[config.mk]
export PLATFORM = sky130hd
export DESIGN_NAME = fan_tachometer
export DESIGN_NICKNAME = d
export VERILOG_FILES = /design/src/rtl/fan_tach_pkg.sv /design/src/rtl/tach_debounce.sv /design/src/rtl/fan_tachometer.sv
export SDC_FILE = /design/constraint.sdc
export NUM_CORES = 1
export LEC_CHECK = 0
export CAP_MARGIN = 20
export CORE_MARGIN = 2
export CORE_UTILIZATION = 60
export DETAILED_ROUTE_END_ITERATION = 7
export HOLD_SLACK_MARGIN = 0.03
export PLACE_DENSITY = 0.78
export SYNTH_ARGS = -nofsm -noshare
export SYNTH_HDL_FRONTEND = slang
export SYNTH_HIERARCHICAL = 1
export SYNTH_SLANG_ARGS = --single-unit
[constraint.sdc]
create_clock -name clk -period 6.2 [get_ports clk]
set_input_delay 1.24 -clock clk [delete_from_list [all_inputs] [get_ports clk]]
set_output_delay 1.24 -clock clk [all_outputs]
set_load 0.02 [all_outputs]
[src/rtl/fan_tach_pkg.sv]
// rtl/fan_tach_pkg.sv - shared constants and scaling helpers for the fan tachometer
package fan_tach_pkg;

  localparam logic [15:0] RPM_MAX = 16'hFFFF;

  // Width needed to hold edge_count * scale without loss.
  function automatic int prod_width(input int cnt_w, input int scale);
    return cnt_w + $clog2(scale + 1);
  endfunction

  // Clamp a full-width edges-times-scale product to the 16-bit RPM range.
  function automatic logic [15:0] sat_rpm(input logic [63:0] product);
    if (product > 64'(RPM_MAX)) begin
      return RPM_MAX;
    end
    return product[15:0];
  endfunction

endpackage

[src/rtl/tach_debounce.sv]
// rtl/tach_debounce.sv - 2-FF synchronizer plus stability-count glitch filter for slow inputs
module tach_debounce #(
  parameter int DEBOUNCE_CYCLES = 1000
) (
  input  logic clk,
  input  logic rst_n,
  input  logic din,
  output logic dout
);

  localparam int CW = $clog2(DEBOUNCE_CYCLES + 1);
  localparam logic [CW-1:0] CNT_LAST = CW'(DEBOUNCE_CYCLES - 1);

  logic          sync1;
  logic          sync2;
  logic          level;
  logic [CW-1:0] stable_cnt;

  // Two-flop synchronizer; resets high to match the pulled-up idle pin.
  always_ff @(posedge clk or negedge rst_n) begin
    if (!rst_n) begin
      sync1 <= 1'b1;
      sync2 <= 1'b1;
    end else begin
      sync1 <= din;
      sync2 <= sync1;
    end
  end

  // Flip the filtered level only after DEBOUNCE_CYCLES consecutive differing samples.
  always_ff @(posedge clk or negedge rst_n) begin
    if (!rst_n) begin
      level      <= 1'b1;
      stable_cnt <= '0;
    end else if (sync2 == level) begin
      stable_cnt <= '0;
    end else if (stable_cnt == CNT_LAST) begin
      level      <= sync2;
      stable_cnt <= '0;
    end else begin
      stable_cnt <= stable_cnt + CW'(1);
    end
  end

  assign dout = level;

endmodule

[src/rtl/fan_tachometer.sv]
// rtl/fan_tachometer.sv - fan tach to 16-bit RPM converter; stall flag built only with FAN_TACHOMETER_STALL_EN
module fan_tachometer #(
  parameter int WINDOW_CYCLES   = 125000000,
  parameter int RPM_SCALE       = 30,
  parameter int DEBOUNCE_CYCLES = 1000,
  parameter int CNT_W           = 16,
  parameter int STALL_WINDOWS   = 2
) (
  input  logic        clk,
  input  logic        rst_n,
  input  logic        tach,
  output logic [15:0] rpm,
  output logic        rpm_valid,
  output logic        rpm_update,
  output logic        stall
);
  import fan_tach_pkg::*;

  localparam int WIN_W = (WINDOW_CYCLES > 1) ? $clog2(WINDOW_CYCLES) : 1;
  localparam logic [WIN_W-1:0] WIN_LAST = WIN_W'(WINDOW_CYCLES - 1);
  localparam int PROD_W = prod_width(CNT_W, RPM_SCALE);

  // Reject configurations the window/stall logic cannot represent.
  if (WINDOW_CYCLES < 2 || DEBOUNCE_CYCLES < 1 || STALL_WINDOWS < 1 || PROD_W > 64) begin : g_bad_params
    $error("fan_tachometer: unsupported parameter combination");
  end

  logic              tach_level;
  logic              level_q;
  logic              edge_pulse;
  logic              terminal;
  logic [WIN_W-1:0]  win_cnt;
  logic [CNT_W-1:0]  edge_cnt;
  logic [PROD_W-1:0] product;

  tach_debounce #(
    .DEBOUNCE_CYCLES(DEBOUNCE_CYCLES)
  ) u_debounce (
    .clk  (clk),
    .rst_n(rst_n),
    .din  (tach),
    .dout (tach_level)
  );

  assign edge_pulse = tach_level & ~level_q;
  assign terminal   = (win_cnt == WIN_LAST);
  assign product    = PROD_W'(edge_cnt) * PROD_W'(RPM_SCALE);

  // Delayed filtered level for rising-edge detection; resets high so reset is edge-free.
  always_ff @(posedge clk or negedge rst_n) begin
    if (!rst_n) begin
      level_q <= 1'b1;
    end else begin
      level_q <= tach_level;
    end
  end

  // Free-running measurement window 0 .. WINDOW_CYCLES-1.
  always_ff @(posedge clk or negedge rst_n) begin
    if (!rst_n) begin
      win_cnt <= '0;
    end else if (terminal) begin
      win_cnt <= '0;
    end else begin
      win_cnt <= win_cnt + WIN_W'(1);
    end
  end

  // Saturating edge counter; an edge on the terminal cycle opens the next window's count.
  always_ff @(posedge clk or negedge rst_n) begin
    if (!rst_n) begin
      edge_cnt <= '0;
    end else if (terminal) begin
      edge_cnt <= CNT_W'(edge_pulse);
    end else if (edge_pulse && (edge_cnt != {CNT_W{1'b1}})) begin
      edge_cnt <= edge_cnt + CNT_W'(1);
    end
  end

  // Load the scaled, saturated RPM at window close and strobe the update.
  always_ff @(posedge clk or negedge rst_n) begin
    if (!rst_n) begin
      rpm        <= '0;
      rpm_valid  <= 1'b0;
      rpm_update <= 1'b0;
    end else begin
      rpm_update <= terminal;
      if (terminal) begin
        rpm       <= sat_rpm(64'(product));
        rpm_valid <= 1'b1;
      end
    end
  end

`ifdef FAN_TACHOMETER_STALL_EN
  localparam int ZW = $clog2(STALL_WINDOWS + 1);

  logic [ZW-1:0] zero_cnt;
  logic          stall_q;

  // Count consecutive empty windows; flag stall once STALL_WINDOWS is reached.
  always_ff @(posedge clk or negedge rst_n) begin
    if (!rst_n) begin
      zero_cnt <= '0;
      stall_q  <= 1'b0;
    end else if (terminal) begin
      if (edge_cnt == '0) begin
        if (zero_cnt < ZW'(STALL_WINDOWS)) begin
          zero_cnt <= zero_cnt + ZW'(1);
        end
        if (zero_cnt >= ZW'(STALL_WINDOWS - 1)) begin
          stall_q <= 1'b1;
        end
      end else begin
        zero_cnt <= '0;
        stall_q  <= 1'b0;
      end
    end
  end

  assign stall = stall_q;
`else
  assign stall = 1'b0;
`endif

endmodule

==> results of run 1 <==
[cell families after synthesis]
logic type	count (synthesis)
DFF	75
xor gates and xnor gates	50
adders and majority gates	68
other	1
muxes	3
AOI/OAI and AO/OA	89
buffers and inverters	66
and+or+nand+nor	162
[metrics by stage]
stage | instance area, um^2 | instances
floorplan | 5120 | 514
global placement | 5410 | 627
detailed placement | 5410 | 627
CTS | 5620 | 643
global route | 5620 | 643
finish | 5620 | 643
[cells in the final DEF, fill, tap and decap left out, types with 2 or more instances in the layout]
cell type,n
dfrtp_1,71
inv_1,53
nor2_1,44
ha_1,39
nand2_1,35
xnor2_1,34
fa_1,29
nand3_1,26
a21oi_1,24
clkdlybuf4s50_1,19
and3_1,18
o21ai_0,16
xor2_1,16
o22a_1,15
clkbuf_8,9
nand4_1,5
nor3_1,5
nor2b_1,5
a21o_1,5
a31oi_1,4
dfstp_2,4
or4_1,3
and2_1,3
and4_1,3
or3_1,3
a211oi_1,3
o211ai_1,3
o21a_1,3
nor4b_1,2
o21ba_2,2
a21boi_0,2
mux2_2,2
bufinv_16,2
clkbuf_1,2
buf_4,2
[registers in the layout, indices dropped and copies added, names as in the netlist]
signal and cells:
u_debounce/stable_cnt 10, win_cnt 27, u_debounce/dout 1, level_q 1, rpm_valid 1, rpm_update 1
rpm 16, edge_cnt 16, u_debounce/sync2 1, u_debounce/sync1 1
[power by group through the flow]
stage          Clock (uW)  Combinational, uW  Sequential (uW)
6_report              412               15.4              494
4_1_cts               421               16.3              494
3_5_place_dp            0               16.4              503
5_1_grt               446               18.5              494
2_1_floorplan           0               5.19              503
3_3_place_gp            0               16.2              503
[routing by layer]
layer	GRT usage, %	vias up	share of wire [%]
li1	-	1781	-
met1	29.7	1769	48
met4	6.22	0	0.91
met5	0	-	0
met2	36.7	58	48
met3	3.49	7	3.3
[path summary, 6_finish.rpt]
path | startpoint | end | slack, ps | depth (start not counted)
setup / recovery | edge_cnt[4] | rpm[15] | 1780 | 12
hold / removal | u_debounce/sync1 | u_debounce/sync2 | 360 | 0
setup reg to reg | edge_cnt[4] | rpm[15] | 1780 | 12
hold reg to reg | u_debounce/sync1 | u_debounce/sync2 | 360 | 0
max in group asynchronous | rst_n | win_cnt[5] | 4580 | 1
min in group asynchronous | rst_n | rpm[4] | 1010 | 1
[cell type report]
type	count	area, um^2
multi-input combinational	373	2990
fill	649	2640
sequential	75	1880
timing repair buffer	21	205
inverter	53	199
clock buffer	11	131
tap	105	131
clock inverter	5	85.1
==> run summary, run 1 <==
Synth area leader: dfrtp_1
TritonCTS buffer count: 9
first-pass GRT wire length: 15800 um
pre-CTS WS: 1880 ps
VDD IR max: 105 uV
Critical Path End Type: flop
Synth area leaders: dfrtp_1 (35%), fa_1 (11%), ha_1 (9.5%)
hold crit path type: reg -> reg
Leak: 0.00274 uW
Yosys Warn Count: 6
max cap viols: 0
Clk pin slew, worst setup/hold paths: 80 ps
Layout Nets: 604
Achievable Freq: 226 MHz
Final GP Congestion: 0.821
worst slew pin tran: 976 ps
Sw Pwr: 197 uW
die area: 9290 um^2
outcome: complete, no violations
max-slew violation count: 0
initial antenna violation count: 0
Antenna Nets Post-Route: 0
multiplexer share of the synthesized area: 0.635%
Setup Buffers After CTS: 0
post-synthesis simple-gate area fraction: 16.3%
Post-synth EDFFs: 0
Post-Syn Area per Cell: 9.97 um^2
Max Buffers Root-to-Sink: 2
Synth Area in Compound Gates: 11.9%
Core Rows: 33
Reg power frac: 53.6%
CP Buf/Inv Count: 2
Largest delay share family, worst path: compound AO/OA/AOI/OAI gates
Clk pwr share: 44.7%
sequential share of the synthesized area: 36.7%
routed wire length: 9000 um
Worst Clk Skew: 13.9 ps
Pint: 724 uW
CP startpoint kind: flop
Final Core Density: 68.1%
H-tree Lvls: 3
die width: 96.4 um
Worst EP required: 6430 ps
routed via count: 3615
post-synth top area share: 34.7%
CP Data Arrival Time: 4640 ps
drc violations: 0
Root Buffer: clkbuf_8
min Tclk post-route: 4420 ps
RSZ-0062 raised after global routing: false
CP Cell Sequence: inv_1 > fa_1 > fa_1 > inv_1 > ha_1 > a211o_1 > a31oi_1 > o21ai_0 > a21o_1 > a2111oi_2 > o2111ai_2 > o22a_1
Pre-antenna DRT Iters: 4
CTS Hold Buffers Added: 0
PD cells: 164 nW/um^2
Final Hold Viols: 0
overall routing resource usage: 21.9%
WHS: 361 ps
final setup violation count: 0
Primary FF master, synth: dfrtp_1
clk_lat worst skew: 340 ps
count leader, synth: dfrtp_1
Tcrit/Tclk final: 71.2%
Starting DRT DRC Count: 161
Synth cell types: 57
grt ovf: 0
# clock sinks: 75
largest net degree at the start of global routing: 76
I/O pin count: 22
CTS tree: done
WS Path Type: reg -> reg
Pwr Total: 921 uW
Commonest cells post-synth: dfrtp_1 (71), inv_1 (53), nor2_1 (44), ha_1 (39), nand2_1 (35)
n_diodes: 0
Combinational Power Share: 1.7%
layout cells sized above 1: 6.32%
largest family of logic cells by synthesized area: adder cells
slowest stage delay, CP: 510 ps
Net Count, Synth: 585
CORE AREA: 8260 um^2
Worst path slowest cell: fa_1
adder-cell share of the synthesized area: 20.9%
Vias/cell: 5.62
DP HPWL: 6650 um
Slew Limit Headroom: 34.1%
Final TNS setup: 0 ps
starting density of the core: 62.0%
Sw Ratio: 21.4%
Worst Slack Setup Final: 1780 ps
post-synthesis cell count: 514
area delta synth->final: 9.75%
worst-path fanout max: 16
Synth Area in XOR/XNOR: 8.55%
post_cts resized: 0
synthesized area: 5120 um^2
Synth Register Bits: 75
DIE HEIGHT: 96.4 um
IO Port Bufs: 20
number of global-route vias before repair: 3510
post-DR wirelength/cell: 14.0 um
asr flop ratio synth: 100%
(Power assumes the default switching activity.)
==> run 2: changes to the inputs <==
==> constraint.sdc (replaced) <==
create_clock -name clk -period 4.3 [get_ports clk]
set_input_delay 0.86 -clock clk [delete_from_list [all_inputs] [get_ports clk]]
set_output_delay 0.86 -clock clk [all_outputs]
set_load 0.02 [all_outputs]
==> run 2 against run 1 <==
Effect of this change:
- final cell count increased by 0.78%
- via count increased by 3.2%
- first-iteration DRC count decreased by 9.3%
- critical path type unchanged
- register-to-register slack got worse by 1600 ps
- worst hold slack got worse by 1.3 ps
- clock power increased by 26%
- routed wire length increased by 7.9%
- global-route usage about the same
- clock-buffer cell count decreased by 2
==> run summary, run 2 (synthesis results as in run 1) <==
outcome: complete, no violations (unchanged)
Max Buffers Root-to-Sink: 2 (unchanged)
overall routing resource usage: 21.9% (about the same)
routed wire length: 9710 um (was 9000 um)
layout cells sized above 1: 7.92% (was 6.32%)
worst-path fanout max: 8 (was 16)
hold_sp: u_debounce/sync1 (unchanged)
clk_lat worst skew: 350 ps (was 340 ps)
CP Buf/Inv Count: 3 (was 2)
Slew Limit Headroom: 37.8% (was 34.1%)
# clock sinks: 75 (unchanged)
I/O pin count: 22 (unchanged)
slowest stage delay, CP: 520 ps (was 510 ps)
Root Buffer: clkbuf_8 (unchanged)
Worst EP required: 4540 ps (was 6430 ps)
Final GP Congestion: 0.803 (was 0.821)
WS Path Type: reg -> reg (unchanged)
DIE HEIGHT: 96.4 um (unchanged)
routed via count: 3732 (was 3615)
first-pass GRT wire length: 15900 um (was 15800 um)
Leak: 0.00275 uW (was 0.00274 uW)
max-slew violation count: 0 (unchanged)
Layout Nets: 609 (was 604)
CORE AREA: 8260 um^2 (unchanged)
Largest delay share family, worst path: compound AO/OA/AOI/OAI gates (unchanged)
Starting DRT DRC Count: 146 (was 161)
Reg with most FFs: win_cnt (unchanged)
H-tree Lvls: 3 (unchanged)
n_diodes: 0 (unchanged)
TritonCTS buffer count: 9 (unchanged)
area delta synth->final: 10.9% (was 9.75%)
Tcrit/Tclk final: 96.6% (was 71.2%)
Worst Clk Skew: 10.8 ps (was 13.9 ps)
Pwr Total: 1250 uW (was 921 uW)
R2R Path Start: edge_cnt[4] (unchanged)
Critical Path End Type: flop (unchanged)
Clk pin slew, worst setup/hold paths: 90 ps (was 80 ps)
largest net degree at the start of global routing: 76 (unchanged)
Vias/cell: 5.76 (was 5.62)
VDD IR max: 154 uV (was 105 uV)
leading cell type in the layout, fill and taps excluded: dfrtp_1 (unchanged)
drc violations: 0 (unchanged)
initial antenna violation count: 0 (unchanged)
CP Data Arrival Time: 4390 ps (was 4640 ps)
flop2flop setup slack: 150 ps (was 1780 ps)
Achievable Freq: 241 MHz (was 226 MHz)
grt ovf: 0 (unchanged)
starting density of the core: 62.0% (unchanged)
number of global-route vias before repair: 3634 (was 3510)
max cap viols: 0 (unchanged)
die width: 96.4 um (unchanged)
CP Cell Sequence: inv_1 > fa_1 > fa_1 > inv_1 > ha_1 > a211o_1 > a31oi_1 > o21ai_0 > a21o_1 > a2111oi_4 > buf_4 > o2111ai_4 > o22a_1 (was inv_1 > fa_1 > fa_1 > inv_1 > ha_1 > a211o_1 > a31oi_1 > o21ai_0 > a21o_1 > a2111oi_2 > o2111ai_2 > o22a_1)
CP startpoint: edge_cnt[4] (unchanged)
CTS Hold Buffers Added: 0 (unchanged)
DP HPWL: 6880 um (was 6650 um)
max reg flops: 27 (unchanged)
Worst path slowest cell: fa_1 (unchanged)
most frequent cells in the layout: dfrtp_1 (71), inv_1 (53), nor2_1 (44) (unchanged)
PD cells: 221 nW/um^2 (was 164 nW/um^2)
worst slew pin tran: 921 ps (was 976 ps)
CP startpoint kind: flop (unchanged)
Core Rows: 33 (unchanged)
min Tclk post-route: 4150 ps (was 4420 ps)
die area: 9290 um^2 (unchanged)
Antenna Nets Post-Route: 0 (unchanged)
hold crit path type: reg -> reg (unchanged)
IO Port Bufs: 20 (unchanged)
CTS tree: done (unchanged)
final setup violation count: 0 (unchanged)
biggest regs: win_cnt: 27 flops, edge_cnt: 16 flops, rpm: 16 flops (unchanged)
post-DR wirelength/cell: 15.0 um (was 14.0 um)
Pre-antenna DRT Iters: 4 (unchanged)
Final Hold Viols: 0 (unchanged)
Final TNS setup: 0 ps (unchanged)
==> run 2: cell types whose count changed in the layout (fill, tap and decap cells not counted), moves of 2 or more <==
cell	delta
inv_8	+2
bufinv_16	-2
buf_4	+4
clkbuf_1	-2
o2111ai_4	+2
==> run 2: worst paths after layout <==
| path | to | depth (start not counted) |
|---|---|---|
| worst max-delay path | rpm[3] | 13 |
| worst min-delay path | u_debounce/sync2 | 0 |
| worst max register to register | rpm[3] | 13 |
| worst min register to register | u_debounce/sync2 | 0 |
| max in group asynchronous | u_debounce/stable_cnt[2] | 1 |
| min in group asynchronous | rpm[6] | 1 |
==> run 2: stage by stage <==
step | setup WS, ps | hold WS, ps | instances | instance area [um^2] | utilization [%]
floorplan | 353 | 345 | 514 | 5120 | -
global placement | 263 | 347 | 630 | 5430 | 65.7
CTS | 98.4 | 361 | 646 | 5610 | 68.0
finish | 146 | 360 | 648 | 5680 | 68.8
global route | -8.79 | 367 | 648 | 5680 | 68.8
detailed placement | 110 | 349 | 630 | 5430 | 65.7
==> run 2: report_power, final <==
group / internal [uW] / total, uW / leakage [uW] / switching (uW)
Clock: 221 / 520 / 0.0000901 / 299
Combinational: 4.84 / 22.7 / 0.00164 / 17.9
Sequential: 709 / 712 / 0.00102 / 3.10
Total: 934 / 1250 / 0.00275 / 320
==> run 2: area by class of cell <==
type,count,area (um^2)
fill,615,2580
clock inverter,7,60.1
sequential,75,1880
multi-input combinational,374,3050
inverter,53,199
clock buffer,9,124
tap,105,131
timing repair buffer,25,235
==> run 2: worst reg2reg max path: cells and delay by family (launching register included) <==
family	cells	cell delay (ps)
fa+ha+maj	3	1400
compound gates	7	1760
buf+inv	3	480
flops	1	420
==> run 2: layer usage <==
metal | vias up | routed length (um) | part of all wire [%] | global-route usage (%)
li1 | 1792 | - | - | -
met1 | 1888 | 4590 | 47 | 28.9
met2 | 46 | 4800 | 49 | 37.3
met3 | 6 | 244 | 2.5 | 4.50
met4 | 0 | 73 | 0.75 | 4.93
met5 | - | 0 | 0 | 0
==> run 2: timing repair <==
action | in CTS | in global routing
gates resized for setup | 0 | 6
endpoints found under the hold margin | 0 | 0
buffers inserted | 0 | 1
setup endpoints to repair | 0 | 16
